**src/rtl/saturn_pkg.sv**
```systemverilog
// rtl/saturn_pkg.sv - shared bus command codes, program-entry layout and phase constants
//
// Purpose : common definitions for the Saturn control unit and its helpers.
// Contents: 4-bit bus command code space, 5-bit program-entry struct
//           (bit4 = command flag), one-hot phase strobes, start-up
//           sequencer states and the start-up program lookup.

package saturn_pkg;

  typedef enum logic [3:0] {
    CMD_PC_READ    = 4'h0,
    CMD_PC_WRITE   = 4'h1,
    CMD_DP_READ    = 4'h2,
    CMD_DP_WRITE   = 4'h3,
    CMD_LOAD_PC    = 4'h4,
    CMD_LOAD_DP    = 4'h5,
    CMD_CONFIG     = 4'h6,
    CMD_UNCONFIG   = 4'h7,
    CMD_POLL       = 4'h8,
    CMD_RSVD_9     = 4'h9,
    CMD_BUS_RESET  = 4'hA,
    CMD_RSVD_B     = 4'hB,
    CMD_RSVD_C     = 4'hC,
    CMD_RSVD_D     = 4'hD,
    CMD_RSVD_E     = 4'hE,
    CMD_SHUTDOWN   = 4'hF
  } bus_cmd_t;

  localparam int ENTRY_CMD_BIT = 4;

  // is_cmd lands on bit ENTRY_CMD_BIT; code is either a command or a data nibble
  typedef struct packed {
    logic       is_cmd;
    logic [3:0] code;
  } prog_entry_t;

  localparam logic [3:0] PHASE_0 = 4'b0001;
  localparam logic [3:0] PHASE_1 = 4'b0010;
  localparam logic [3:0] PHASE_2 = 4'b0100;
  localparam logic [3:0] PHASE_3 = 4'b1000;

  // Encoding doubles as the start-up program index (0..6), SEQ_DONE = 7
  typedef enum logic [2:0] {
    SEQ_LOAD_PC = 3'd0,
    SEQ_NIB0    = 3'd1,
    SEQ_NIB1    = 3'd2,
    SEQ_NIB2    = 3'd3,
    SEQ_NIB3    = 3'd4,
    SEQ_NIB4    = 3'd5,
    SEQ_PC_READ = 3'd6,
    SEQ_DONE    = 3'd7
  } seq_state_t;

  // Start-up program: LOAD_PC, vector nibbles LSB first, PC_READ
  function automatic prog_entry_t startup_entry(input seq_state_t s, input logic [19:0] vec);
    prog_entry_t e;
    e.is_cmd = 1'b0;
    e.code   = 4'h0;
    case (s)
      SEQ_LOAD_PC: begin e.is_cmd = 1'b1; e.code = CMD_LOAD_PC; end
      SEQ_NIB0:    e.code = vec[3:0];
      SEQ_NIB1:    e.code = vec[7:4];
      SEQ_NIB2:    e.code = vec[11:8];
      SEQ_NIB3:    e.code = vec[15:12];
      SEQ_NIB4:    e.code = vec[19:16];
      SEQ_PC_READ: begin e.is_cmd = 1'b1; e.code = CMD_PC_READ; end
      default:     ;
    endcase
    return e;
  endfunction

endpackage

```
**src/rtl/saturn_ctrl_unit_if.sv**
```systemverilog
// rtl/saturn_ctrl_unit_if.sv - phase inputs and program-ring outputs of the control unit
//
// Purpose : bundles the bus-phase inputs and program-ring outputs.
// Signals : i_phases (4, one-hot strobe), i_phase (2, binary index),
//           i_cycle_ctr (32, trace only), o_debug_cycle (1),
//           o_program_address (5), o_program_data (5), o_error (1).
// Modports: master drives phases/counter, slave is the control unit.

interface saturn_ctrl_unit_if;
  logic [3:0]  i_phases;
  logic [1:0]  i_phase;
  logic [31:0] i_cycle_ctr;
  logic        o_debug_cycle;
  logic [4:0]  o_program_address;
  logic [4:0]  o_program_data;
  logic        o_error;

  modport master (
    output i_phases, i_phase, i_cycle_ctr,
    input  o_debug_cycle, o_program_address, o_program_data, o_error
  );

  modport slave (
    input  i_phases, i_phase, i_cycle_ctr,
    output o_debug_cycle, o_program_address, o_program_data, o_error
  );
endinterface

```
**src/rtl/saturn_debug_gen.sv**
```systemverilog
// rtl/saturn_debug_gen.sv - periodic debug-cycle generator
//
// Purpose : marks the last bus cycle of every DEBUG_INTERVAL-cycle period.
// Ports   : clk, reset (sync, active-high), i_phases (4, one-hot),
//           o_debug_cycle (1, high for all phases of a debug cycle).

module saturn_debug_gen
  import saturn_pkg::*;
#(
  parameter int DEBUG_INTERVAL = 4
) (
  input  logic       clk,
  input  logic       reset,
  input  logic [3:0] i_phases,
  output logic       o_debug_cycle
);

  localparam int            CW   = $clog2(DEBUG_INTERVAL);
  localparam logic [CW-1:0] LAST = CW'(DEBUG_INTERVAL - 1);

  logic [CW-1:0] cnt;
  logic [CW-1:0] cnt_next;

  assign cnt_next = (cnt == LAST) ? '0 : cnt + CW'(1);

  // Advancing on the phase-3 edge makes the flag cover the whole next bus cycle
  always_ff @(posedge clk) begin
    if (reset) begin
      cnt           <= '0;
      o_debug_cycle <= 1'b0;
    end else if (i_phases == PHASE_3) begin
      cnt           <= cnt_next;
      o_debug_cycle <= (cnt_next == LAST);
    end
  end

endmodule

```
**src/rtl/saturn_ctrl_unit.sv**
```systemverilog
// rtl/saturn_ctrl_unit.sv - Saturn master sequencer: start-up program ring fill
//
// Purpose : after reset, writes LOAD_PC, five reset-vector nibbles and
//           PC_READ into the bus controller's 32-entry ring, one entry per
//           non-debug bus cycle; flags inconsistent phase inputs.
// Ports   : i_clk, i_reset (sync, active-high),
//           bus (saturn_ctrl_unit_if.slave).

module saturn_ctrl_unit
  import saturn_pkg::*;
#(
  parameter logic [19:0] RESET_VECTOR   = 20'h00000,
  parameter int          DEBUG_INTERVAL = 4
) (
  input  logic                  i_clk,
  input  logic                  i_reset,
  saturn_ctrl_unit_if.slave     bus
);

  seq_state_t  seq_q, seq_d;
  logic [4:0]  addr_q, addr_d;
  prog_entry_t data_q, data_d;
  logic        err_q, err_d;
  logic        debug_cycle;
  logic        phase_illegal;
  logic        push;
  logic        cycle_ctr_unused;

  // Cycle counter is a trace aid only
  assign cycle_ctr_unused = ^bus.i_cycle_ctr;

  saturn_debug_gen #(
    .DEBUG_INTERVAL(DEBUG_INTERVAL)
  ) u_debug_gen (
    .clk          (i_clk),
    .reset        (i_reset),
    .i_phases     (bus.i_phases),
    .o_debug_cycle(debug_cycle)
  );

  // Equality against the decoded index also rejects zero and multi-hot strobes
  assign phase_illegal = (bus.i_phases != (4'b0001 << bus.i_phase));

  assign push = (bus.i_phases == PHASE_0) && !debug_cycle && !err_q && (seq_q != SEQ_DONE);

  always_comb begin
    seq_d  = seq_q;
    addr_d = addr_q;
    data_d = data_q;
    err_d  = err_q | phase_illegal;
    if (push) begin
      addr_d = addr_q + 5'd1;   // 31 -> 0 wrap is the natural 5-bit overflow
      data_d = startup_entry(seq_q, RESET_VECTOR);
      seq_d  = seq_state_t'(seq_q + 3'd1);
    end
  end

  // Pointer 31 means "ring empty" to the consumer, whose read pointer also resets to 31
  always_ff @(posedge i_clk) begin
    if (i_reset) begin
      seq_q  <= SEQ_LOAD_PC;
      addr_q <= 5'd31;
      data_q <= '0;
      err_q  <= 1'b0;
    end else begin
      seq_q  <= seq_d;
      addr_q <= addr_d;
      data_q <= data_d;
      err_q  <= err_d;
    end
  end

  assign bus.o_debug_cycle     = debug_cycle;
  assign bus.o_program_address = addr_q;
  assign bus.o_program_data    = data_q;
  assign bus.o_error           = err_q;

endmodule

```
**src/flat_wrapper.sv**
```systemverilog
// flat-port wrapper written by rule: the top's interface ports become plain ports
module saturn_ctrl_unit_flat import saturn_pkg::*;
#(
  parameter logic [19:0] RESET_VECTOR   = 20'h00000,
  parameter int          DEBUG_INTERVAL = 4
)
  (i_clk, i_reset, bus_i_phases, bus_i_phase, bus_i_cycle_ctr, bus_o_debug_cycle, bus_o_program_address, bus_o_program_data, bus_o_error);
  saturn_ctrl_unit_if bus_i ();
  input  logic i_clk;
  input  logic i_reset;
  input wire logic [$bits(bus_i.i_phases)-1:0] bus_i_phases;
  input wire logic [$bits(bus_i.i_phase)-1:0] bus_i_phase;
  input wire logic [$bits(bus_i.i_cycle_ctr)-1:0] bus_i_cycle_ctr;
  output wire logic [$bits(bus_i.o_debug_cycle)-1:0] bus_o_debug_cycle;
  output wire logic [$bits(bus_i.o_program_address)-1:0] bus_o_program_address;
  output wire logic [$bits(bus_i.o_program_data)-1:0] bus_o_program_data;
  output wire logic [$bits(bus_i.o_error)-1:0] bus_o_error;
  assign bus_i.i_phases = bus_i_phases;
  assign bus_i.i_phase = bus_i_phase;
  assign bus_i.i_cycle_ctr = bus_i_cycle_ctr;
  assign bus_o_debug_cycle = bus_i.o_debug_cycle;
  assign bus_o_program_address = bus_i.o_program_address;
  assign bus_o_program_data = bus_i.o_program_data;
  assign bus_o_error = bus_i.o_error;
  saturn_ctrl_unit #(.RESET_VECTOR(RESET_VECTOR), .DEBUG_INTERVAL(DEBUG_INTERVAL)) u_core (.i_clk(i_clk), .i_reset(i_reset), .bus(bus_i));
endmodule
```
**config.mk**
```make
export PLATFORM = sky130hd
export DESIGN_NAME = saturn_ctrl_unit_flat
export DESIGN_NICKNAME = d
export VERILOG_FILES = /design/src/rtl/saturn_pkg.sv /design/src/rtl/saturn_ctrl_unit_if.sv /design/src/rtl/saturn_debug_gen.sv /design/src/rtl/saturn_ctrl_unit.sv /design/src/flat_wrapper.sv
export SDC_FILE = /design/constraint.sdc
export NUM_CORES = 1
export LEC_CHECK = 0
export CORE_UTILIZATION = 35
export CTS_CLUSTER_SIZE = 28
export DETAILED_ROUTE_END_ITERATION = 8
export GPL_TIMING_DRIVEN = 1
export PLACE_DENSITY = 0.79
export SETUP_SLACK_MARGIN = 0.2
export SLEW_MARGIN = 20
export SYNTH_ARGS = -nofsm -noshare
export SYNTH_HDL_FRONTEND = slang
export SYNTH_SLANG_ARGS = --single-unit
export TNS_END_PERCENT = 50
```
**constraint.sdc**
```tcl
create_clock -name i_clk -period 2.15 [get_ports i_clk]
set_input_delay 0.43 -clock i_clk [delete_from_list [all_inputs] [get_ports i_clk]]
set_output_delay 0.43 -clock i_clk [all_outputs]
set_load 0.02 [all_outputs]
```
* Word-level counts from Yosys, hierarchy flattened
Cells that the tools add are included.
Operators by class: reduce and logical (&&, ||, !) cells 7, bitwise operators 1, muxes and demuxes 3, add/subtract/negate cells 3, shift operators 1, equal/unequal tests 7
Operator list (count):
- $add 5x1->5 const B | 1
- $eq 2x2->1 const B | 2
- $eq 4x1->1 const B | 1
- $eq 4x4->1 const B | 1
- $ne 4x4->1 | 1
- $shl 1x2->4 const A | 1
- $add 3x1->3 const B | 1
- $eq 3x3->1 const B | 1
- $logic_and 1x1->1 | 3
- $logic_not 3->1 | 1
- $mux 3 | 1
- $ne 3x3->1 const B | 1
- $add 2x1->2 const B | 1
- $logic_not 1->1 | 2
- $mux 2 | 1
- $reduce_or 2->1 | 1
- $mux 1 | 1
- $or 1x1->1 | 1
Storage, ports and cells: input bits 40, logic and storage cells 29, output and inout port bits 12, register bits after elaboration 17

* Longest topological paths before layout
depth in word-level cells 4, depth in mapped cells 6, mapped depth without buffers 5

* Cells and area by module
A second synthesis with hierarchy kept.
Second synthesis, totals: cells, all modules 92, area, all modules 853.3 um^2
By module, submodules not included:
- saturn_ctrl_unit | area each 674.4 um^2, times used 1, cells each 76, sequential area each 220.2 um^2
- saturn_debug_gen | area each 178.9 um^2, times used 1, cells each 16, sequential area each 60.1 um^2

* Worst setup path before layout
No wires, ideal clock.
path type register -> register, start reg u_core.seq_q[0], end reg u_core.addr_q[3], in the netlist u_core.bus.o_program_address[3], arrival 1.757 ns, data required time 2.023 ns, period minus slack after synthesis 1.884 ns, buffers on the path 1, stages on the path, launching flop included 7, slack 0.266 ns, path through dfxtp_1 -> ha_1 -> ha_1 -> or4_1 -> buf_2 -> o31a_1 -> or3_1
On the way: cells in the longest elaborated chain, start to end 2
Ends and longest elaborated chain:
- from (decl) | RTL line saturn_ctrl_unit.sv:20 | seq_state_t seq_q, seq_d;
- from (signal assigned) | RTL line saturn_ctrl_unit.sv:66 | seq_q <= seq_d;
- $ne 3x3->1 | RTL line saturn_ctrl_unit.sv:44 | assign push = (bus.i_phases == PHASE_0) && !debug_cycle && !err_q && (seq_q != SEQ_DONE);
- $logic_and 1x1->1 | RTL line saturn_ctrl_unit.sv:44
- to (signal assigned) | RTL line saturn_ctrl_unit.sv:67 | addr_q <= addr_d;
- to (decl) | RTL line saturn_ctrl_unit.sv:21 | logic [4:0] addr_q, addr_d;
No other way between the ends. A chain may end at the register's enable or synchronous reset.

* Final worst setup path
start in bus_i_phases[0], end reg u_core.addr_q[3], in the netlist u_core.bus.o_program_address[3]
On the way: cells in the longest elaborated chain, start to end 4
Ends and longest elaborated chain:
- from (decl) | RTL line flat_wrapper.sv:11 | input wire logic [$bits(bus_i.i_phases)-1:0] bus_i_phases;
- $eq 4x1->1 | RTL line saturn_ctrl_unit.sv:44
- $logic_and 1x1->1 (3 in series) | RTL line saturn_ctrl_unit.sv:44
No other way between the ends.

==> results.toml <==
[outcome]
status = "complete, no violations"

[grt]
grt_first_pass_wirelength_um = 2700
grt_pass1_vias = 677
overflow = 0
antenna_found_initial = 0
grt_use_total_pct = 14.4
grt_max_degree = 11

[clocking]
clock-sinks = 14
clk_pin_slew_ns = 0.08
clock_latency_ns = 0.27
cts.path.max_buffers = 2
hold_buffers = 0
cts-root-buf = "clkbuf_4"
cts_buffers = 3
cts_tree = "yes"
cts_max_level = 1

[min_path]
min_path_type = "register to register"
whs_path_depth = 2
whs_endpoint = "u_core.bus.o_program_data[2]"
worstHoldStart = "u_core.bus.o_program_data[2]"

[final_layout]
drive_gt1_share_pct = 18.6
fin_nets = 162
fin_area_um2 = 1060
fin_util_pct = 52.2
fillers = 192
diodes = 0
area_growth_pct = 37.2

[floorplan]
die_w_um = 48.9
die_area_um2 = 2390
die_h_um = 48.9
start_util_pct = 38.1
ios = 52
core-area_um2 = 2020
std_cell_rows = 16

[critical_path]
crit_path_max_fanout = 6
crit_path_start_kind = "input pin"
ff2ff_path_depth = 5
r2r_slack_ns = 0.29
crit_type = "input pin to register"
critical_path_required_ns = 2.32
regToRegEndpoint = "u_core.bus.o_program_address[3]"
critPathCaptureType = "register"
timing.rr.start = "u_core.seq_q[1]"
worstPathArrival_ns = 2.04

[yosys]
avgSynthCellArea_um2 = 8.95
synth_enable_flop_cells = 0
ys_ff_latch = 14
netlist_area_um2 = 769
ys.flop_type = "dfxtp_1"
async_flop_share_pct = 0
ys_seq_area_share_pct = 36.4
yosysWarnings = 0
netlist_instances = 86
ys_types = 33

[sta]
slew_viol_final = 0
fin_worst_skew_ns = 0.00305
fin_ws_ns = 0.271
max_freq_mhz = 532
holdWs_ns = 0.489
period_minus_slack_ns = 1.88
post-route-period-util_pct = 87.4
finalHoldViolCount = 0
setup-violations-final = 0
rsz0062_at_grt = "no"

[power]
power_switching_uw = 130
p_int_uw = 378
sw_frac_of_total_pct = 25.6
p_total_uw = 508
seqPwrFrac_pct = 53.3
comb_power_share_pct = 18.3
cellLeakagePower_nw = 0.412
powerDensity_nw_per_um2 = 481
ir_worst_vdd_mv = 0.310
clockPowerShare_pct = 28.4

[place]
place_hpwl_um = 1270
dpl_cell_area_um2 = 1020
portBuffers = 16
place_ws_ns = -0.0404
place.gp.congestion = 0.753

[flow_run]
max-cap-violations = 0

[route]
drt-total-wl_um = 1600
firstDrtPassIters = 4
num_vias = 710
dr.max_layer_used = "met4"
viasPerCell = 5.07
wl_met2_um = 838
ant_nets = 0
drcViolationCount = 0
wl_met1_um = 681
first_iter_violations = 6
met3WireLength_um = 55
wl_per_cell_um = 11.4
==> what timing repair did <==
| item | 4_1_cts | 5_1_grt |
|---|---|---|
| resized for setup | 1 | 1 |
| pin swaps | 0 | 0 |
| buffers inserted | 0 | 0 |
| endpoints found under the setup margin | 1 | 2 |
==> per-stage QoR <==
| stage | instances | TNS (ns) |
|---|---|---|
| 4_1_cts | 140 | 0 |
| 6_report | 140 | 0 |
| 2_1_floorplan | 88 | 0 |
| 3_3_place_gp | 137 | -0.0248 |
| 3_5_place_dp | 137 | -0.0487 |
| 5_1_grt | 140 | 0 |
==> flip-flops by register name, indices dropped and copies added, names as in the netlist <==
signal                            cells
u_core.u_debug_gen.o_debug_cycle      1
u_core.bus.o_program_address          5
u_core.bus.o_error                    1
u_core.u_debug_gen.cnt                2
u_core.bus.o_program_data             2
u_core.seq_q                          3
==> Yosys cell counts, types with 2 or more instances <==
cell     number  area (um^2)
dfxtp_1      14          280
o21ai_0       8         40.0
ha_1          7         87.6
nor2_1        7         26.3
nand3_1       6         30.0
a21oi_1       5         25.0
inv_1         5         18.8
mux2i_1       5         50.1
buf_4         3         22.5
buf_2         2         10.0
nor3_1        2         10.0
==> cell families (layout without fill, tap and decap cells) <==
logic type,after synthesis,count (layout),synth area share (%)
compound gates,20,20,16.1
buf+inv,11,36,7.15
simple gates,28,28,22.0
mux,5,5,6.50
other cells,1,3,0.487
fa+ha+maj,7,7,11.4
flops,14,14,36.4
==> placed cells by master (no fill, tap or decap), types with 3 or more instances in the layout <==
master           count
a21oi_1              5
buf_4               12
clkbuf_4             3
clkdlybuf4s50_1     16
conb_1               3
dfxtp_1             14
ha_1                 7
inv_1                5
mux2i_1              5
nand3_1              6
nor2_1               7
o21ai_0              8
==> metal layers <==
metal | vias up | global-route usage (%)
met1 | 329 | 14.7
met2 | 15 | 27.3
met3 | 4 | 3.74
met5 | - | 0
met4 | 0 | 5.88
li1 | 362 | -
==> worst max-delay path, cell delays in order <==
cell and delay (ns):
clkdlybuf4s50_1 0.48, or3b_2 0.53, o31a_1 0.32, or3_1 0.29
==> power by group through the flow <==
stage	combinational, mW	clock (mW)	sequential [mW]
after floorplan	0.0417	0	0.281
final	0.0927	0.144	0.271
after global placement	0.0888	0	0.276
after detailed placement	0.0909	0	0.277
after global routing	0.100	0.163	0.272
after CTS	0.0921	0.151	0.271
==> how the worst max path moves through the flow <==
| stage | from | endpoint | slack (ns) | cells past startpoint |
|---|---|---|---|---|
| after floorplan | u_core.seq_q[0] | u_core.bus.o_program_address[3] | 0.27 | 6 |
| after global placement | bus_i_phases[2] | u_core.bus.o_program_address[4] | -0.02 | 5 |
| after detailed placement | bus_i_phases[2] | u_core.bus.o_program_address[4] | -0.04 | 5 |
| after CTS | u_core.seq_q[1] | u_core.bus.o_program_address[3] | 0.23 | 5 |
| after global routing | u_core.seq_q[1] | u_core.bus.o_program_address[4] | 0.25 | 6 |
| final | bus_i_phases[0] | u_core.bus.o_program_address[3] | 0.27 | 4 |
==> cell type report <==
cell class	instances	area [um^2]	area share [%]
Multi-Input combinational cell	63	450	42.7
Sequential cell	14	280	26.5
Timing Repair Buffer	28	250	23.7
Tap cell	27	33.8	3.20
Clock buffer	3	22.5	2.13
Inverter	5	18.8	1.78
(Power assumes the default switching activity.)
